===== config.mk =====
export PLATFORM = sky130hd
export DESIGN_NAME = fetch_sequencer
export DESIGN_NICKNAME = d
export VERILOG_FILES = /design/src/rtl/fetch_sequencer.sv
export SDC_FILE = /design/constraint.sdc
export NUM_CORES = 1
export LEC_CHECK = 0
export ABC_AREA = 1
export BUFFER_PORTS_ARGS = -buffer_cell sky130_fd_sc_hd__buf_2
export CAP_MARGIN = 25
export CORE_UTILIZATION = 45
export CTS_BUF_LIST = sky130_fd_sc_hd__clkbuf_4 sky130_fd_sc_hd__clkbuf_8
export DETAILED_ROUTE_END_ITERATION = 16
export GPL_ROUTABILITY_DRIVEN = 0
export GPL_TIMING_DRIVEN = 0
export PLACE_DENSITY = 0.83
export SLEW_MARGIN = 20
export SYNTH_ARGS = -nofsm -noshare
export SYNTH_HDL_FRONTEND = slang
export SYNTH_SLANG_ARGS = --single-unit

===== constraint.sdc =====
create_clock -name i_clk -period 2 [get_ports i_clk]
set_clock_uncertainty 0.05 [all_clocks]
set_input_delay 0.2 -clock i_clk [delete_from_list [all_inputs] [get_ports i_clk]]
set_output_delay 0.2 -clock i_clk [all_outputs]
set_load 0.005 [all_outputs]

===== src/rtl/fetch_sequencer.sv =====
`default_nettype none
// ============================================================================
// fetch_sequencer: PC owner and instruction fetch/issue FSM feeding the decoder
// Rev 1.0
// ============================================================================
module fetch_sequencer #(
  parameter int                INSTR_W  = 18,
  parameter int                ADDR_W   = 16,
  parameter logic [ADDR_W-1:0] RESET_PC = '0
) (
  input  logic               i_clk,
  input  logic               i_rst,
  output logic [ADDR_W-1:0]  o_imemAddr,
  output logic               o_imemReq,
  input  logic [INSTR_W-1:0] i_imemData,
  input  logic               i_imemValid,
  output logic [INSTR_W-1:0] o_instruction,
  output logic               o_instrValid,
  input  logic               i_stall,
  input  logic               i_jumpTaken,
  input  logic [ADDR_W-1:0]  i_jumpTarget,
  input  logic               i_halt,
  output logic [ADDR_W-1:0]  o_pc,
  output logic               o_halted,
  output logic [15:0]        o_retireCount
);

  localparam logic [1:0] S_FETCH  = 2'd0;
  localparam logic [1:0] S_WAIT   = 2'd1;
  localparam logic [1:0] S_ISSUE  = 2'd2;
  localparam logic [1:0] S_HALTED = 2'd3;

  logic [1:0]         state_q,  state_d;
  logic [ADDR_W-1:0]  pc_q,     pc_d;
  logic [INSTR_W-1:0] instr_q,  instr_d;
  logic               valid_q,  valid_d;
  logic               halted_q, halted_d;
  logic [15:0]        retire_q, retire_d;

  always_comb begin
    state_d  = state_q;
    pc_d     = pc_q;
    instr_d  = instr_q;
    valid_d  = valid_q;
    retire_d = retire_q;
    case (state_q)
      S_FETCH: begin
        state_d = i_halt ? S_HALTED : S_WAIT;
      end
      S_WAIT: begin
        // halt is deliberately not sampled here so the outstanding read retires
        if (i_imemValid) begin
          instr_d = i_imemData;
          valid_d = 1'b1;
          state_d = S_ISSUE;
        end
      end
      S_ISSUE: begin
        if (!i_stall) begin
          pc_d     = i_jumpTaken ? i_jumpTarget : pc_q + ADDR_W'(1);
          valid_d  = 1'b0;
          retire_d = retire_q + 16'd1;
          state_d  = i_halt ? S_HALTED : S_FETCH;
        end
      end
      S_HALTED: begin
        if (!i_halt) state_d = S_FETCH;
      end
      default: state_d = S_FETCH;
    endcase
    halted_d = (state_d == S_HALTED);
  end

  always_ff @(posedge i_clk or posedge i_rst) begin
    if (i_rst) begin
      state_q  <= S_FETCH;
      pc_q     <= RESET_PC;
      instr_q  <= '0;
      valid_q  <= 1'b0;
      halted_q <= 1'b0;
      retire_q <= 16'd0;
    end else begin
      state_q  <= state_d;
      pc_q     <= pc_d;
      instr_q  <= instr_d;
      valid_q  <= valid_d;
      halted_q <= halted_d;
      retire_q <= retire_d;
    end
  end

  assign o_imemReq     = (state_q == S_FETCH) && !i_halt;
  assign o_imemAddr    = pc_q;
  assign o_pc          = pc_q;
  assign o_instruction = instr_q;
  assign o_instrValid  = valid_q;
  assign o_halted      = halted_q;
  assign o_retireCount = retire_q;

endmodule
`default_nettype wire


==> Yosys cells after proc, flatten, opt, wreduce, memory -nomap -nowiden <==
Cells that the tools add are included.
{ "word_totals": {"out_inout_bits": 69, "regBits": 54, "elab_cells": 32, "in_bits": 40} }
{ "op_classes": {"n_reduce_logical": 7, "n_mux": 10, "addsub": 2, "eq_ne": 6, "bitwise": 1} }
{ "ops": {"columns": ["operator", "n"], "rows": [
  ["16-bit by 1-bit adder with 16-bit output, second input constant", 2],
  ["16-bit 2-to-1 mux", 1],
  ["2-bit 2-to-1 mux", 5],
  ["2-bit one-hot mux with 4 select lines", 1],
  ["2-bit equality test, second input constant", 3],
  ["2-bit inequality test, second input constant", 2],
  ["2-bit AND reduction", 2],
  ["3-bit AND reduction", 1],
  ["2-bit by 1-bit equality test with 1-bit output, second input constant", 1],
  ["2-bit logical NOT", 1],
  ["1-bit 2-to-1 mux", 2],
  ["1-bit one-hot mux with 2 select lines", 1],
  ["2-bit nonzero test", 1],
  ["1-bit logical AND", 1],
  ["1-bit logical NOT", 1],
  ["1-bit NOT", 1]
]} }

==> Logic depth before layout (Yosys ltp) <==
Gate-level depths: netlist of run 1.
{ "logic_depth": {"word_depth": 4, "mapped_depth": 9} }

==> Worst setup path after synthesis of run 1 <==
OpenSTA, ideal clock, no wires.
{ "synth_path": {"kind": "reg2reg", "from": "reg pc_q[1] (netlist: o_imemAddr[1])", "to": "reg pc_q[8] (netlist: o_imemAddr[8])", "arrival_time_ns": 1.274, "stages_incl_launch_ff": 9, "path_slack_ns": 0.557, "setup_time_ns": 0.120, "path_buffers": 0, "period_less_slack_ns": 1.443, "t_required_ns": 1.830, "cell_sequence": "dfrtp_1 ha_1 nand3_1 nor2_4 nand2_1 o21ai_0 nand2_1 o21ai_0 inv_1"} }
{ "synth_between": {"elab_chain_cells": 2} }
{ "synth_rtl": {"columns": ["element", "line", "source"], "rows": [
  ["start: declaration", "34", "logic [ADDR_W-1:0] pc_q, pc_d;"],
  ["start signal: assignment", "84", "pc_q <= pc_d;"],
  ["16-bit by 1-bit adder with 16-bit output", "60", "pc_d = i_jumpTaken ? i_jumpTarget : pc_q + ADDR_W'(1);"],
  ["16-bit 2-to-1 mux", "60", null]
]} }
No other way between the ends.
A chain may end at the register's enable or synchronous reset.

==> Worst setup path in the final report of run 1 <==
Same ends and word-level chain as after synthesis.

==> flow_summary_export.csv, run 1 <==
group,metric,value,unit
setup_path,cp_max_fo,8,
setup_path,worstPathArrival,1.75,ns
setup_path,crit_chain,"ha_1, nand3_1, nor2_4, nand2_1, o21ai_0, nand2_1, o21ai_0, inv_1",
setup_path,cp_top_family,"simple AND/OR/NAND/NOR gates",
logic_synthesis,synth_fp_nets,453,
sta,drv_slew,0,
logic_synthesis,synthesis.area,0.00297,mm²
layout,nNetsFinal,568,
sta,grt_setup_unrepaired,"false",
setup_path,r2r_slack,0.39,ns
cts,clock_latency,0.29,ns
place,numPortBuffers,107,
place,dp_slack,0.408,ns
sta,setup_slack,0.388,ns
pwr,p_switching,0.00178,W
pwr,swShare,38.5,%
layout,drive_above_1_share,29.7,%
sta,period_share,80.6,%
global_routing,groute.usage.overall,21.0,%
hold_path,hold-path-endpoint,"o_instruction[5]",
pwr,comb_power_share,41.5,%
setup_path,path_buf_inv,1,
sta,relSlewSlack,56.6,%
cts,clk_pin_slew_worst_paths,0.10,ns
setup_path,cp_slowest_cell,"dfrtp_1",
setup_path,worstSetupPathType,"reg -> reg",
layout,instances_no_fill,603,
routing,antenna_left,0,
sta,setup_viol,0,
floorplan,die_area,0.00694,mm²
logic_synthesis,synth_warnings,0,
floorplan,die_width,83.3,µm
routing,vias,2920,
hold_path,whs_path_depth,3,
layout,synthToLayoutAreaGrowth,25.5,%
sta,hold_ws,0.0414,ns
pwr,peakVddDrop,0.631,mV
routing,route.detailed.drc,0,
cts,cts_tree,"yes",
logic_synthesis,ys_ff_latch,54,
setup_path,r2r_end,"o_imemAddr[8]",
logic_synthesis,synth.distinct_cells,26,
global_routing,grt_max_degree,55,
place,placed_cells,595,
cts,cts.repair.resized,0,
global_routing,antenna_found_initial,0,
setup_path,cpPeakStageDelay,0.44,ns
floorplan,core-area,0.00635,mm²
setup_path,worstPathRequired,2.14,ns
logic_synthesis,netlist_instances,411,
setup_path,endpoint_kind,"flip-flop",
cts,clock-root-buffer,"clkbuf_8",
cts,cts_max_level,2,
layout,n_antenna_cell,0,
routing,routedWlPerCell,11.6,µm
run_status,status,"complete, no violations",
sta,post-route-min-period,1.61,ns
routing,avgViaCountPerCell,4.84,
cts,clock_path_buffers,2,
global_routing,gr-total-overflow,0,
pwr,seqPwrFrac,42.4,%
pwr,p_int,0.00283,W
logic_synthesis,avgSynthCellArea,7.23,µm²
routing,wirelength,7020,µm
global_routing,first_global_vias,2670,
floorplan,rows,29,
pwr,p_leak,2.09,nW
floorplan,die_h,83.3,µm
routing,drt_first_pass_iters,6,
setup_path,cp-start-kind,"flip-flop",
setup_path,r2r_start,"o_imemAddr[1]",
sta,fmax,620,MHz
hold_path,hold_class,"in -> reg",
global_routing,grt_pass1_wl,11900,µm
logic_synthesis,yosysSeqAreaShare,45.5,%
cts,cts_sinks,54,
hold_path,min-delay-start,"i_imemData[5]",
sta,hold_viol,0,
floorplan,pin_count,109,
cts,holdBufCountCts,1,
job,maxCapViolCount,0,
setup_path,r2r_cells,8,
sta,worst_pin_slew,0.652,ns
place,hpwl,5280,µm
pwr,cellPowerDensity,1240,mW/mm²
cts,numCtsBuffers,5,
floorplan,start_util,46.8,%
pwr,p_clk_share,16.1,%
cts,post-cts-setup-buffers,0,
routing,first_iter_violations,205,
[worst reg2reg max path: stages (launching register included)]
cell and delay, ns:
dfrtp_1 0.44, ha_1 0.22, nand3_1 0.15, nor2_4 0.21, nand2_1 0.09, o21ai_0 0.15, nand2_1 0.06, o21ai_0 0.07
inv_1 0.06
[routing by layer]
metal | global-route usage (%) | vias up | share of wire, %
met5 | 0 | - | 0
met4 | 6.58 | 0 | 0.73
met3 | 4.27 | 6 | 6.7
met2 | 34.6 | 119 | 48
met1 | 27.9 | 1315 | 45
li1 | - | 1480 | -
[sequential cells by signal, summed over array words and instances, names as in the netlist]
name / flops
o_instrValid: 1
state_q: 2
o_halted: 1
o_instruction: 18
o_retireCount: 16
o_imemAddr: 16
[synthesized netlist by cell type]
cell type / number / area, µm²
nand2_1: 153 / 574
dfrtp_1: 54 / 1350
inv_1: 45 / 169
nor2_1: 42 / 158
nand3_1: 24 / 120
o21ai_0: 20 / 100
buf_4: 16 / 120
a21oi_1: 9 / 45.0
buf_2: 8 / 40.0
nand4_1: 6 / 37.5
nor2_2: 6 / 37.5
inv_2: 4 / 15.0
nor2_4: 3 / 33.8
xnor2_1: 3 / 26.3
xor2_1: 3 / 26.3
ha_1: 2 / 25.0
nand2_2: 2 / 12.5
nor3_1: 2 / 10.0
o211ai_1: 2 / 15.0
clkbuf_1: 1 / 3.75
nand3b_1: 1 / 7.51
nor3_2: 1 / 10.0
nor3_4: 1 / 16.3
o21ai_1: 1 / 5.00
o22ai_1: 1 / 6.26
o31ai_1: 1 / 7.51
[power groups by stage]
stage | registers [W] | logic, W | clock network, W
final | 0.00195 | 0.00191 | 0.000741
after global routing | 0.00202 | 0.00217 | 0.000805
after CTS | 0.00195 | 0.00194 | 0.000761
after detailed placement | 0.00195 | 0.00194 | 0
after global placement | 0.00194 | 0.00186 | 0
after floorplan | 0.00192 | 0.00112 | 0
[area by class of cell]
class                           instances  area [µm²]
Buffer                                 25         164
Clock buffer                            6        82.6
Clock inverter                          1        30.0
Fill cell                             586        2620
Inverter                               49         186
Multi-Input combinational cell        283        1270
Sequential cell                        54        1350
Tap cell                               77        96.3
Timing Repair Buffer                  108         546
[worst max-delay path by stage]
stage	startpoint	to	slack, ns	cells past startpoint
after floorplan	i_rst	o_halted	0.44	1
after global placement	i_rst	o_imemAddr[14]	-0.28	2
after detailed placement	o_imemAddr[1]	o_imemAddr[8]	0.41	8
after CTS	o_imemAddr[1]	o_imemAddr[8]	0.40	8
after global routing	o_imemAddr[0]	o_imemAddr[8]	0.24	8
final	o_imemAddr[1]	o_imemAddr[8]	0.39	8
[cells by family (layout without fill, tap and decap cells)]
kind of cell / Yosys count / after routing / synth area share (%)
xor+xnor: 6 / 6 / 1.77
fa+ha+maj: 2 / 2 / 0.842
simple gates: 241 / 241 / 34.2
flops: 54 / 54 / 45.5
buf+inv: 74 / 189 / 11.7
compound gates: 34 / 34 / 6.02
[metrics by stage]
stage	power, W	area (µm²)	setup TNS [ns]	util (%)
6_report	0.00461	3730	0	58.7
4_1_cts	0.00465	3730	0	58.7
5_1_grt	0.00500	3730	0	58.7
3_3_place_gp	0.00381	3600	-15.13	56.8
2_1_floorplan	0.00304	2970	0	-
3_5_place_dp	0.00389	3610	0	56.8
[cells in the final DEF (no fill, tap or decap), types with 4 or more instances in the layout]
cell type / netlist / layout
nand2_1: 153 / 153
buf_2: 8 / 115
dfrtp_1: 54 / 54
inv_1: 45 / 44
nor2_1: 42 / 42
nand3_1: 24 / 24
o21ai_0: 20 / 20
buf_4: 16 / 16
a21oi_1: 9 / 9
nor2_2: 6 / 6
nand4_1: 6 / 6
clkbuf_8: 0 / 6
inv_2: 4 / 4
Power figures use the tool's default switching activity.
==> run 2, diff against run 1 <==
ABC_AREA = 0   (was 1)
PLACE_DENSITY = 0.87   (was 0.83)
clock period = 1.4 ns   (was 2 ns; I/O delays follow)
==> run 2 against run 1 <==
The flow now finishes with violations (setup timing). Clock-buffer cell count unchanged. Power increased by 67%. Largest cell class is now multi-input combinational cells. Cell area increased by 15%.
==> flow_summary_export.csv, run 2 <==
group,metric,value,unit
setup_path,crit_chain,"or3b_4, buf_8, or2_4, nor2_4, xor2_1",
setup_path,cp-startpoint,"state_q[0]",
layout,nNetsFinal,456,
logic_synthesis,avgSynthCellArea,10.5,µm²
sta,post-route-min-period,1.64,ns
logic_synthesis,yosysSeqAreaShare,50.9,%
global_routing,grt_pass1_wl,12100,µm
cts,clk_pin_slew_worst_paths,0.11,ns
global_routing,grt_max_degree,33,
logic_synthesis,synth_edf_count,0,
logic_synthesis,ys.flop_type,"dfrtp_1",
sta,relSlewSlack,50.3,%
cts,cts_sinks,54,
routing,avgViaCountPerCell,5.57,
layout,layout_commonest_cell,"buf_2",
logic_synthesis,synth_fp_nets,295,
setup_path,cp_top_family,"simple AND/OR/NAND/NOR gates",
cts,clock-root-buffer,"clkbuf_8",
sta,fmax,610,MHz
cts,clock_path_buffers,2,
routing,wirelength,8850,µm
sta,worst_pin_slew,0.746,ns
place,dp_slack,-0.419,ns
logic_synthesis,synth_most_common_cell,"dfrtp_1",
sta,tns,-8.22,ns
setup_path,r2r_end,"o_retireCount[6]",
logic_synthesis,synth_common_cells,"dfrtp_1, mux2_2, nand2_1, nand3_1, buf_4",
logic_synthesis,yosysTopAreaCell,"dfrtp_1",
sta,drv_slew,0,
pwr,peakVddDrop,1.07,mV
routing,route.detailed.drc,0,
layout,synthToLayoutAreaGrowth,62.1,%
floorplan,pin_count,109,
setup_path,cp_max_fo,5,
floorplan,start_util,47.4,%
routing,drt_first_pass_iters,6,
routing,antenna_left,0,
setup_path,worstPathRequired,1.59,ns
logic_synthesis,yosysTopAreaCellShare,50.9,%
cts,clock_latency,0.32,ns
logic_synthesis,ys_ff_latch,54,
global_routing,first_global_vias,2526,
routing,routedWlPerCell,18.2,µm
setup_path,cpPeakStageDelay,0.44,ns
floorplan,die_h,78.8,µm
cts,numCtsBuffers,5,
setup_path,r2r_start,"state_q[0]",
global_routing,groute.usage.overall,25.0,%
setup_path,worstSetupPathType,"reg -> reg",
setup_path,r2r_slack,-0.24,ns
global_routing,antenna_found_initial,0,
setup_path,endpoint_kind,"flip-flop",
cts,cts_tree,"yes",
floorplan,core-area,0.00561,mm²
setup_path,cp_slowest_cell,"dfrtp_2",
setup_path,cp-start-kind,"flip-flop",
setup_path,path_buf_inv,1,
logic_synthesis,synth_area_leaders,"dfrtp_1, mux2_2, buf_4",
setup_path,worstPathArrival,1.83,ns
place,numPortBuffers,108,
logic_synthesis,synth_warnings,0,
logic_synthesis,synth.distinct_cells,39,
routing,vias,2711,
floorplan,die_area,0.00621,mm²
logic_synthesis,synthesis.area,0.00266,mm²
cts,cts_max_level,2,
hold_path,hold_class,"in -> reg",
place,hpwl,4810,µm
pwr,cellPowerDensity,1790,mW/mm²
layout,n_antenna_cell,0,
setup_path,critPathCapture,"o_retireCount[6]",
floorplan,die_width,78.8,µm
logic_synthesis,netlist_instances,253,
sta,setup_slack,-0.239,ns
sta,period_share,117,%
routing,first_iter_violations,176,
layout,drive_above_1_share,59.0,%
sta,hold_viol,0,
setup_path,r2r_cells,5,
job,maxCapViolCount,0,
sta,setup_viol,54,
logic_synthesis,synthArstFlopShare,100,%
sta,grt_setup_unrepaired,"true",
run_status,status,"finished with violations",
run_status,violations,"setup timing",
pwr,p_leak,2.11,nW
layout,most-common-layout-cells,"buf_2, dfrtp_1, buf_4, mux2_4, nand2_1",
layout,largest_register_ffs,18,
setup_path,path_depth,5,
layout,fill_cells,338,
global_routing,gr-total-overflow,0,
floorplan,rows,27,
## run 2: metal layers
layer  GRT usage [%]  part of all wire (%)  up-vias
met3            5.17                   7.6       38
met4            10.2                   3.9        0
met1            30.5                    37     1293
li1                -                     -     1207
met5               0                     0        -
met2            43.0                    52      173
## run 2: worst min path at each step
stage	from	to	cells past startpoint
finish	i_imemData[17]	o_instruction[17]	2
global route	i_imemData[11]	o_instruction[11]	2
CTS	i_imemData[10]	o_instruction[10]	2
detailed placement	i_rst	o_instruction[7]	2
global placement	i_imemData[1]	o_instruction[1]	2
floorplan	i_rst	o_halted	1
## run 2: what timing repair did
action	4_1_cts	5_1_grt
gates cloned	2	1
hold buffers	9	2
hold endpoints to repair	30	2
buffers inserted	17	15
gates resized for setup	45	53
setup endpoints to repair	49	53
pin swaps	9	22
## run 2: per-stage QoR
| step | utilization, % | instances | total power (W) | area (µm²) | hold slack (ns) |
|---|---|---|---|---|---|
| CTS | 70.5 | 470 | 0.00688 | 3950 | 0.000691 |
| floorplan | - | 253 | 0.00415 | 2750 | 0.158 |
| detailed placement | 60.7 | 434 | 0.00529 | 3400 | 0.167 |
| finish | 76.8 | 487 | 0.00770 | 4310 | 0.00371 |
| global route | 76.8 | 487 | 0.00812 | 4310 | -0.000202 |
| global placement | 60.4 | 433 | 0.00514 | 3380 | 0.321 |
## run 2: final cells by class
type / instances / area, µm² / area share (%)
buffer: 27 / 255 / 5.93
clock buffer: 6 / 82.6 / 1.92
clock inverter: 2 / 17.5 / 0.407
inverter: 8 / 33.8 / 0.784
multi-input combinational: 164 / 1480 / 34.3
sequential: 54 / 1360 / 31.7
tap: 72 / 90.1 / 2.09
timing repair buffer: 154 / 986 / 22.9
## run 2: power breakdown
| part | total, W | switching [W] | internal, W |
|---|---|---|---|
| clock network | 0.000973 | 0.000564 | 0.000409 |
| logic | 0.00393 | 0.00167 | 0.00226 |
| registers | 0.00280 | 0.000639 | 0.00216 |
## run 2: kinds of logic after synthesis
group / Yosys count / synth area share (%)
flops: 54 / 50.9
compound gates: 36 / 8.29
mux: 23 / 9.51
xor+xnor: 15 / 4.95
fa+ha+maj: 2 / 0.942
simple gates: 88 / 17.9
buf+inv: 35 / 7.49
